**src/rtl/answer_bcd_converter.sv**
```systemverilog
// Signed answer to sign + packed BCD magnitude, one double-dabble shift per clock.
// Overflowed answers skip the conversion and report err with a zero magnitude.
module answer_bcd_converter #(
    parameter int WIDTH  = 16,
    parameter int DIGITS = 5
) (
    input  logic                  clock,
    input  logic                  reset,
    input  logic [WIDTH-1:0]      answer,
    input  logic                  ovw,
    input  logic                  load,
    output logic                  busy,
    output logic                  valid,
    output logic                  sign,
    output logic [4*DIGITS-1:0]   bcd,
    output logic                  err
);

    typedef enum logic [1:0] {
        IDLE,
        SHIFT,
        DONE
    } state_t;

    localparam int CW = (WIDTH > 2) ? $clog2(WIDTH) : 1;
    localparam logic [CW-1:0] LAST = CW'(WIDTH - 1);

    state_t state, state_n;

    logic [CW-1:0]       count;
    logic [WIDTH-1:0]    mag;
    logic [WIDTH-1:0]    mag_in;
    logic [WIDTH-1:0]    mag_sh;
    logic [4*DIGITS-1:0] acc;
    logic [4*DIGITS-1:0] adj;
    logic [4*DIGITS-1:0] acc_sh;
    logic                sign_r;

    // The most negative value negates to itself; read unsigned it is the right magnitude.
    assign mag_in = answer[WIDTH-1] ? (~answer + 1'b1) : answer;

    always_comb begin
        adj = acc;
        for (int i = 0; i < DIGITS; i++) begin
            if (acc[4*i +: 4] >= 4'd5)
                adj[4*i +: 4] = acc[4*i +: 4] + 4'd3;
        end
    end

    assign acc_sh = {adj[4*DIGITS-2:0], mag[WIDTH-1]};
    assign mag_sh = {mag[WIDTH-2:0], 1'b0};

    always_comb begin
        state_n = state;
        busy    = 1'b0;
        valid   = 1'b0;
        unique case (state)
            IDLE: begin
                if (load)
                    state_n = ovw ? DONE : SHIFT;
            end
            SHIFT: begin
                busy = 1'b1;
                if (count == LAST)
                    state_n = DONE;
            end
            DONE: begin
                valid   = 1'b1;
                state_n = IDLE;
            end
            default: state_n = IDLE;
        endcase
    end

    always_ff @(posedge clock) begin
        if (!reset) begin
            state  <= IDLE;
            count  <= '0;
            mag    <= '0;
            acc    <= '0;
            sign_r <= 1'b0;
            sign   <= 1'b0;
            bcd    <= '0;
            err    <= 1'b0;
        end else begin
            state <= state_n;
            unique case (state)
                IDLE: begin
                    if (load) begin
                        if (ovw) begin
                            err  <= 1'b1;
                            sign <= 1'b0;
                            bcd  <= '0;
                        end else begin
                            mag    <= mag_in;
                            sign_r <= answer[WIDTH-1];
                            acc    <= '0;
                            count  <= '0;
                        end
                    end
                end
                SHIFT: begin
                    acc   <= acc_sh;
                    mag   <= mag_sh;
                    count <= count + 1'b1;
                    // Outputs change only once the final shift lands.
                    if (count == LAST) begin
                        bcd  <= acc_sh;
                        sign <= sign_r;
                        err  <= 1'b0;
                    end
                end
                default: ;
            endcase
        end
    end

endmodule

```
**config.mk**
```make
export PLATFORM = sky130hd
export DESIGN_NAME = answer_bcd_converter
export DESIGN_NICKNAME = d
export VERILOG_FILES = /design/src/rtl/answer_bcd_converter.sv
export SDC_FILE = /design/constraint.sdc
export NUM_CORES = 1
export LEC_CHECK = 0
export CORE_MARGIN = 4
export CORE_UTILIZATION = 50
export CTS_CLUSTER_DIAMETER = 30
export DETAILED_ROUTE_END_ITERATION = 7
export GPL_TIMING_DRIVEN = 1
export HOLD_SLACK_MARGIN = 0.08
export PLACE_DENSITY = 0.74
export SETUP_SLACK_MARGIN = 0.05
export SYNTH_ARGS = -nofsm -noshare
export SYNTH_HDL_FRONTEND = slang
export SYNTH_SLANG_ARGS = --single-unit
```
**constraint.sdc**
```tcl
create_clock -name clock -period 2.9 [get_ports clock]
set_input_delay 0.29 -clock clock [delete_from_list [all_inputs] [get_ports clock]]
set_output_delay 0.29 -clock clock [all_outputs]
set_load 0.02 [all_outputs]
```
# [Word level (Yosys, flattened, before mapping)]
# Cells that the tools add are included.
# Widths: inputs -> output; s select.
[word_totals] register_bits=65 inputBits=20 output_inout_bits=24 word_cells=68
[op_classes] addsub=7 magnitude_cmp=5 eq_ne=7 n_mux=33 n_bitwise=2 n_reduce_logical=6
[ops] operator="$mux 20" count=5
[ops] operator="$pmux 20 s2" count=2
[ops] operator="$mux 16" count=3
[ops] operator="$pmux 16 s2" count=1
[ops] operator="$mux 4" count=6
[ops] operator="$ge 4x3->1 const B" count=5
[ops] operator="$add 16x1->16 const B" count=1
[ops] operator="$add 4x2->4 const B" count=4
[ops] operator="$not 16->16" count=1
[ops] operator="$mux 1" count=8
[ops] operator="$ne 2x2->1 const B" count=4
[ops] operator="$pmux 4 s2" count=1
[ops] operator="$mux 2" count=3
[ops] operator="$reduce_and 3->1" count=2
[ops] operator="$add 4x1->4 const B" count=1
[ops] operator="$eq 4x4->1 const B" count=1
[ops] operator="$pmux 1 s2" count=2
[ops] operator="$pmux 2 s2" count=1
[ops] operator="$reduce_and 4->1" count=1
[ops] operator="$add 3x2->3 const B" count=1
[ops] operator="$mux 3" count=1
[ops] operator="$eq 2x1->1 const B" count=1
[ops] operator="$eq 2x2->1 const B" count=1
[ops] operator="$logic_not 2->1" count=1
[ops] operator="other kinds (3)" count=3

# [Depth between registers and ports, before layout]
[logic_depth] word_depth=6 depth_mapped=8 ltp_nobuf=7

# [Worst setup path after synthesis]
# No wires, ideal clock.
[synth_path] kind="input port to flip-flop" from="in answer[8]" to="reg mag[14]" setup_time_ns=0.148 arrival_ns=1.770 required_ns=2.752 slack_ns=0.982 stages=5 path_buffers=0 path_cell_list="or4_4 -> or4_4 -> o31ai_4 -> xor2_1 -> o221ai_1"
[synth_between] elab_chain_len=6
[synth_rtl] element="start: declaration" line_no="9" text="input logic [WIDTH-1:0] answer,"
[synth_rtl] element="$not 16->16" line_no="40" text="assign mag_in = answer[WIDTH-1] ? (~answer + 1'b1) : answer;"
[synth_rtl] element="$add 16x1->16" line_no="40"
[synth_rtl] element="$mux 16" line_no="40"
[synth_rtl] element="$mux 16" line_no="90" text="if (ovw) begin"
[synth_rtl] element="$mux 16" line_no="89" text="if (load) begin"
[synth_rtl] element="$pmux 16 s2" line_no="87" text="unique case (state)"
[synth_rtl] element="end signal: assignment" line_no="95" text="mag <= mag_in;"
[synth_rtl] element="end signal: assignment" line_no="104" text="mag <= mag_sh;"
[synth_rtl] element="end: declaration" line_no="31" text="logic [WIDTH-1:0] mag;"
# Every way passes these cells. The select of a mux whose other input is x is not followed.
# A chain may end at the register's enable or synchronous reset.

# [Worst setup path in the final report]
[layout_path] from="reg state[0]" to="out busy"
[layout_between] elab_chain_len=2
[layout_rtl] element="start: declaration" line_no="28" text="state_t state, state_n;"
[layout_rtl] element="start signal: assignment" line_no="86" text="state <= state_n;"
[layout_rtl] element="$eq 2x1->1" line_no="57" text="unique case (state)"
[layout_rtl] element="$mux 1" line_no="57"
[layout_rtl] element="end: declaration" line_no="12" text="output logic busy,"
# Every way passes these cells.

==> results.json <==
{
  "clkTransAtPathRegs_ps": 70,
  "tritoncts": "built",
  "cts_root_buf": "clkbuf_8",
  "drt.antenna.violating_nets": 0,
  "cp-end-kind": "output pin",
  "first_pass_iters": 4,
  "drive_gt1_share_pct": 7.80,
  "multi_input_area_um2": 1840,
  "synth-seq-cells": 65,
  "netlist_area_um2": 3280,
  "diodes": 0,
  "holdWs_ps": 466,
  "drv_cap": 0,
  "boundaryPins": 44,
  "dieArea_um2": 7930,
  "cts.hold.buffers_added": 0,
  "slew_viol_final": 0,
  "dpl.hpwl_mm": 4.99,
  "fmax_mhz": 447,
  "fin_total_pwr_w": 0.00186,
  "critPathLaunch": "state[0]",
  "clkLatencyLatePin_ps": 340,
  "fin_tns_setup_ps": 0,
  "fillCellCount": 593,
  "yosysWarnings": 0,
  "io_buffer_count": 43,
  "ys_seq_area_share_pct": 39.6,
  "regArea_um2": 1300,
  "grt_max_degree": 50,
  "finalNetCount": 464,
  "layout_min_cycle_time_ps": 2240,
  "vias": 2825,
  "relSlewSlack_pct": 44.1,
  "finalHoldViolations": 0,
  "synth.distinct_cells": 46,
  "finalCritPeriodShare_pct": 77.2,
  "ctsResizeCount": 0,
  "holdCritStartpoint": "bcd[0]",
  "drc": 0,
  "synth.avg_cell_area_um2": 8.29,
  "placementRows": 29,
  "dieWidth_um": 89.1,
  "powerDensity_nw_per_um2": 470,
  "setup_violations": 0,
  "track_usage_pct": 19.4,
  "area_growth_pct": 20.1,
  "grt_pass1_vias": 2605,
  "path_max_fanout": 22,
  "ys_async_sr_fraction_pct": 0,
  "ys.flop_type": "dfxtp_1",
  "grt_overflow": 0,
  "p_leak_nw": 1.36,
  "cts_buffers": 9,
  "grt_pass1_wl_mm": 12.1,
  "cts_setup_buffers": 0,
  "final_cell_mix": "dfxtp_1 (65), nand2_1 (55), clkdlybuf4s50_1 (42)",
  "worst_pin_slew_ps": 836,
  "clkSinkCount": 65,
  "final_common_cell": "dfxtp_1",
  "place.gp.congestion": 0.839,
  "postSynthCellCount": 396,
  "grt_setup_unrepaired": "false",
  "start_util_pct": 51.7,
  "worstPathRequired_ps": 2610,
  "r2r-start": "state[1]",
  "fin_skew_ps": 10.0,
  "critical_path_class": "flip-flop to output pin",
  "avgRoutedWirePerCell_um": 13.8,
  "initialDrtViolationCount": 130,
  "avgViaCountPerCell": 5.51,
  "core_um2": 6350,
  "htreeDepth": 3,
  "status": "complete, no violations",
  "start_kind": "flip-flop",
  "layout_setup_ws_ps": 661,
  "pre_cts_ws_ps": 466,
  "hp-class": "flip-flop to flip-flop",
  "peakVddDrop_mv": 0.254,
  "worstPathArrival_ps": 1950,
  "clock_path_buffers": 2,
  "antenna_found_initial": 0,
  "dieHeight_um": 89.1,
  "syn_nets": 428,
  "synth_edf_count": 0,
  "routed_wl_mm": 7.07
}
## worst max-delay path, cell delays in order, from the launching register on
cell and delay, ps:
dfxtp_1 480, nand2b_1 110, inv_1 80, buf_4 280
clkdlybuf4s50_1 660
## flip-flops by register name, indices dropped and copies added, names as in the netlist
name    cells
acc        20
bcd        20
mag        16
count       4
state       2
err         1
sign        1
sign_r      1
## worst paths after layout
kind | slack [ps] | depth (start not counted) | end
hold / removal | 470 | 2 | bcd[0]
setup / recovery | 660 | 4 | busy
setup reg to reg | 910 | 7 | acc[14]
hold reg to reg | 470 | 2 | bcd[0]
## cells in the mapped netlist (2+ instances only)
| master | n | share of area [%] |
|---|---|---|
| buf_1 | 5 | 0.57 |
| and2_1 | 7 | 1.3 |
| nor3_1 | 4 | 0.61 |
| nor2_1 | 18 | 2.1 |
| and3_1 | 2 | 0.38 |
| o21ai_0 | 23 | 3.5 |
| inv_1 | 15 | 1.7 |
| or4_4 | 2 | 0.69 |
| dfxtp_1 | 65 | 40 |
| a22oi_1 | 8 | 1.8 |
| o221ai_1 | 5 | 1.3 |
| mux2_2 | 5 | 1.7 |
| clkbuf_1 | 18 | 2.1 |
| xnor2_1 | 11 | 2.9 |
| nand2b_1 | 6 | 1.1 |
| o22ai_1 | 2 | 0.38 |
| nand4_1 | 4 | 0.76 |
| nor2b_1 | 23 | 4.4 |
| xor2_1 | 12 | 3.2 |
| nor3b_1 | 2 | 0.46 |
| a21boi_0 | 12 | 2.7 |
| o211ai_1 | 5 | 1.1 |
| o41ai_1 | 2 | 0.53 |
| ha_1 | 12 | 4.6 |
| nand2_1 | 55 | 6.3 |
| nor4_1 | 2 | 0.38 |
| nand3_1 | 15 | 2.3 |
| a21o_1 | 2 | 0.46 |
| a21oi_1 | 28 | 4.3 |
| o31ai_1 | 10 | 2.3 |
## per-layer routing
layer | track usage, % | vias up | share of wire [%]
li1 | - | 1446 | -
met1 | 24.5 | 1313 | 47
met2 | 32.7 | 56 | 47
met3 | 4.42 | 10 | 4.2
met4 | 6.63 | 0 | 1.4
met5 | 0 | - | 0
## per-stage QoR
stage               utilization (%)  instance area [µm²]  cells
detailed placement             59.2                 3760    498
floorplan                         -                 3280    396
global route                   62.1                 3940    513
CTS                            62.1                 3940    513
global placement               59.2                 3760    498
finish                         62.1                 3940    513
## layout make-up
class                   count  share of cell area, %
repair buffers             49                   11.9
clock buffers               9                   3.14
multi-input cells         292                   46.5
well taps                  77                   2.44
inverters                  15                   1.43
clock inverters             6                   1.52
flip-flops and latches     65                   33.0
## report_power, final
group	internal, W	leakage [nW]	switching (W)	total [W]
registers	0.000915	0.526	0.0000131	0.000928
clock network	0.000387	0.0909	0.000333	0.000720
logic	0.0000833	0.744	0.000123	0.000207
## kinds of logic after synthesis
| kind of cell | share of synthesized area (%) |
|---|---|
| xor gates and xnor gates | 6.13 |
| buffers and inverters | 4.49 |
| and+or+nand+nor | 22.5 |
| adders and majority gates | 4.57 |
| AOI/OAI and AO/OA | 20.7 |
| DFF | 39.6 |
| muxes | 2.02 |
Power figures use the tool's default switching activity.
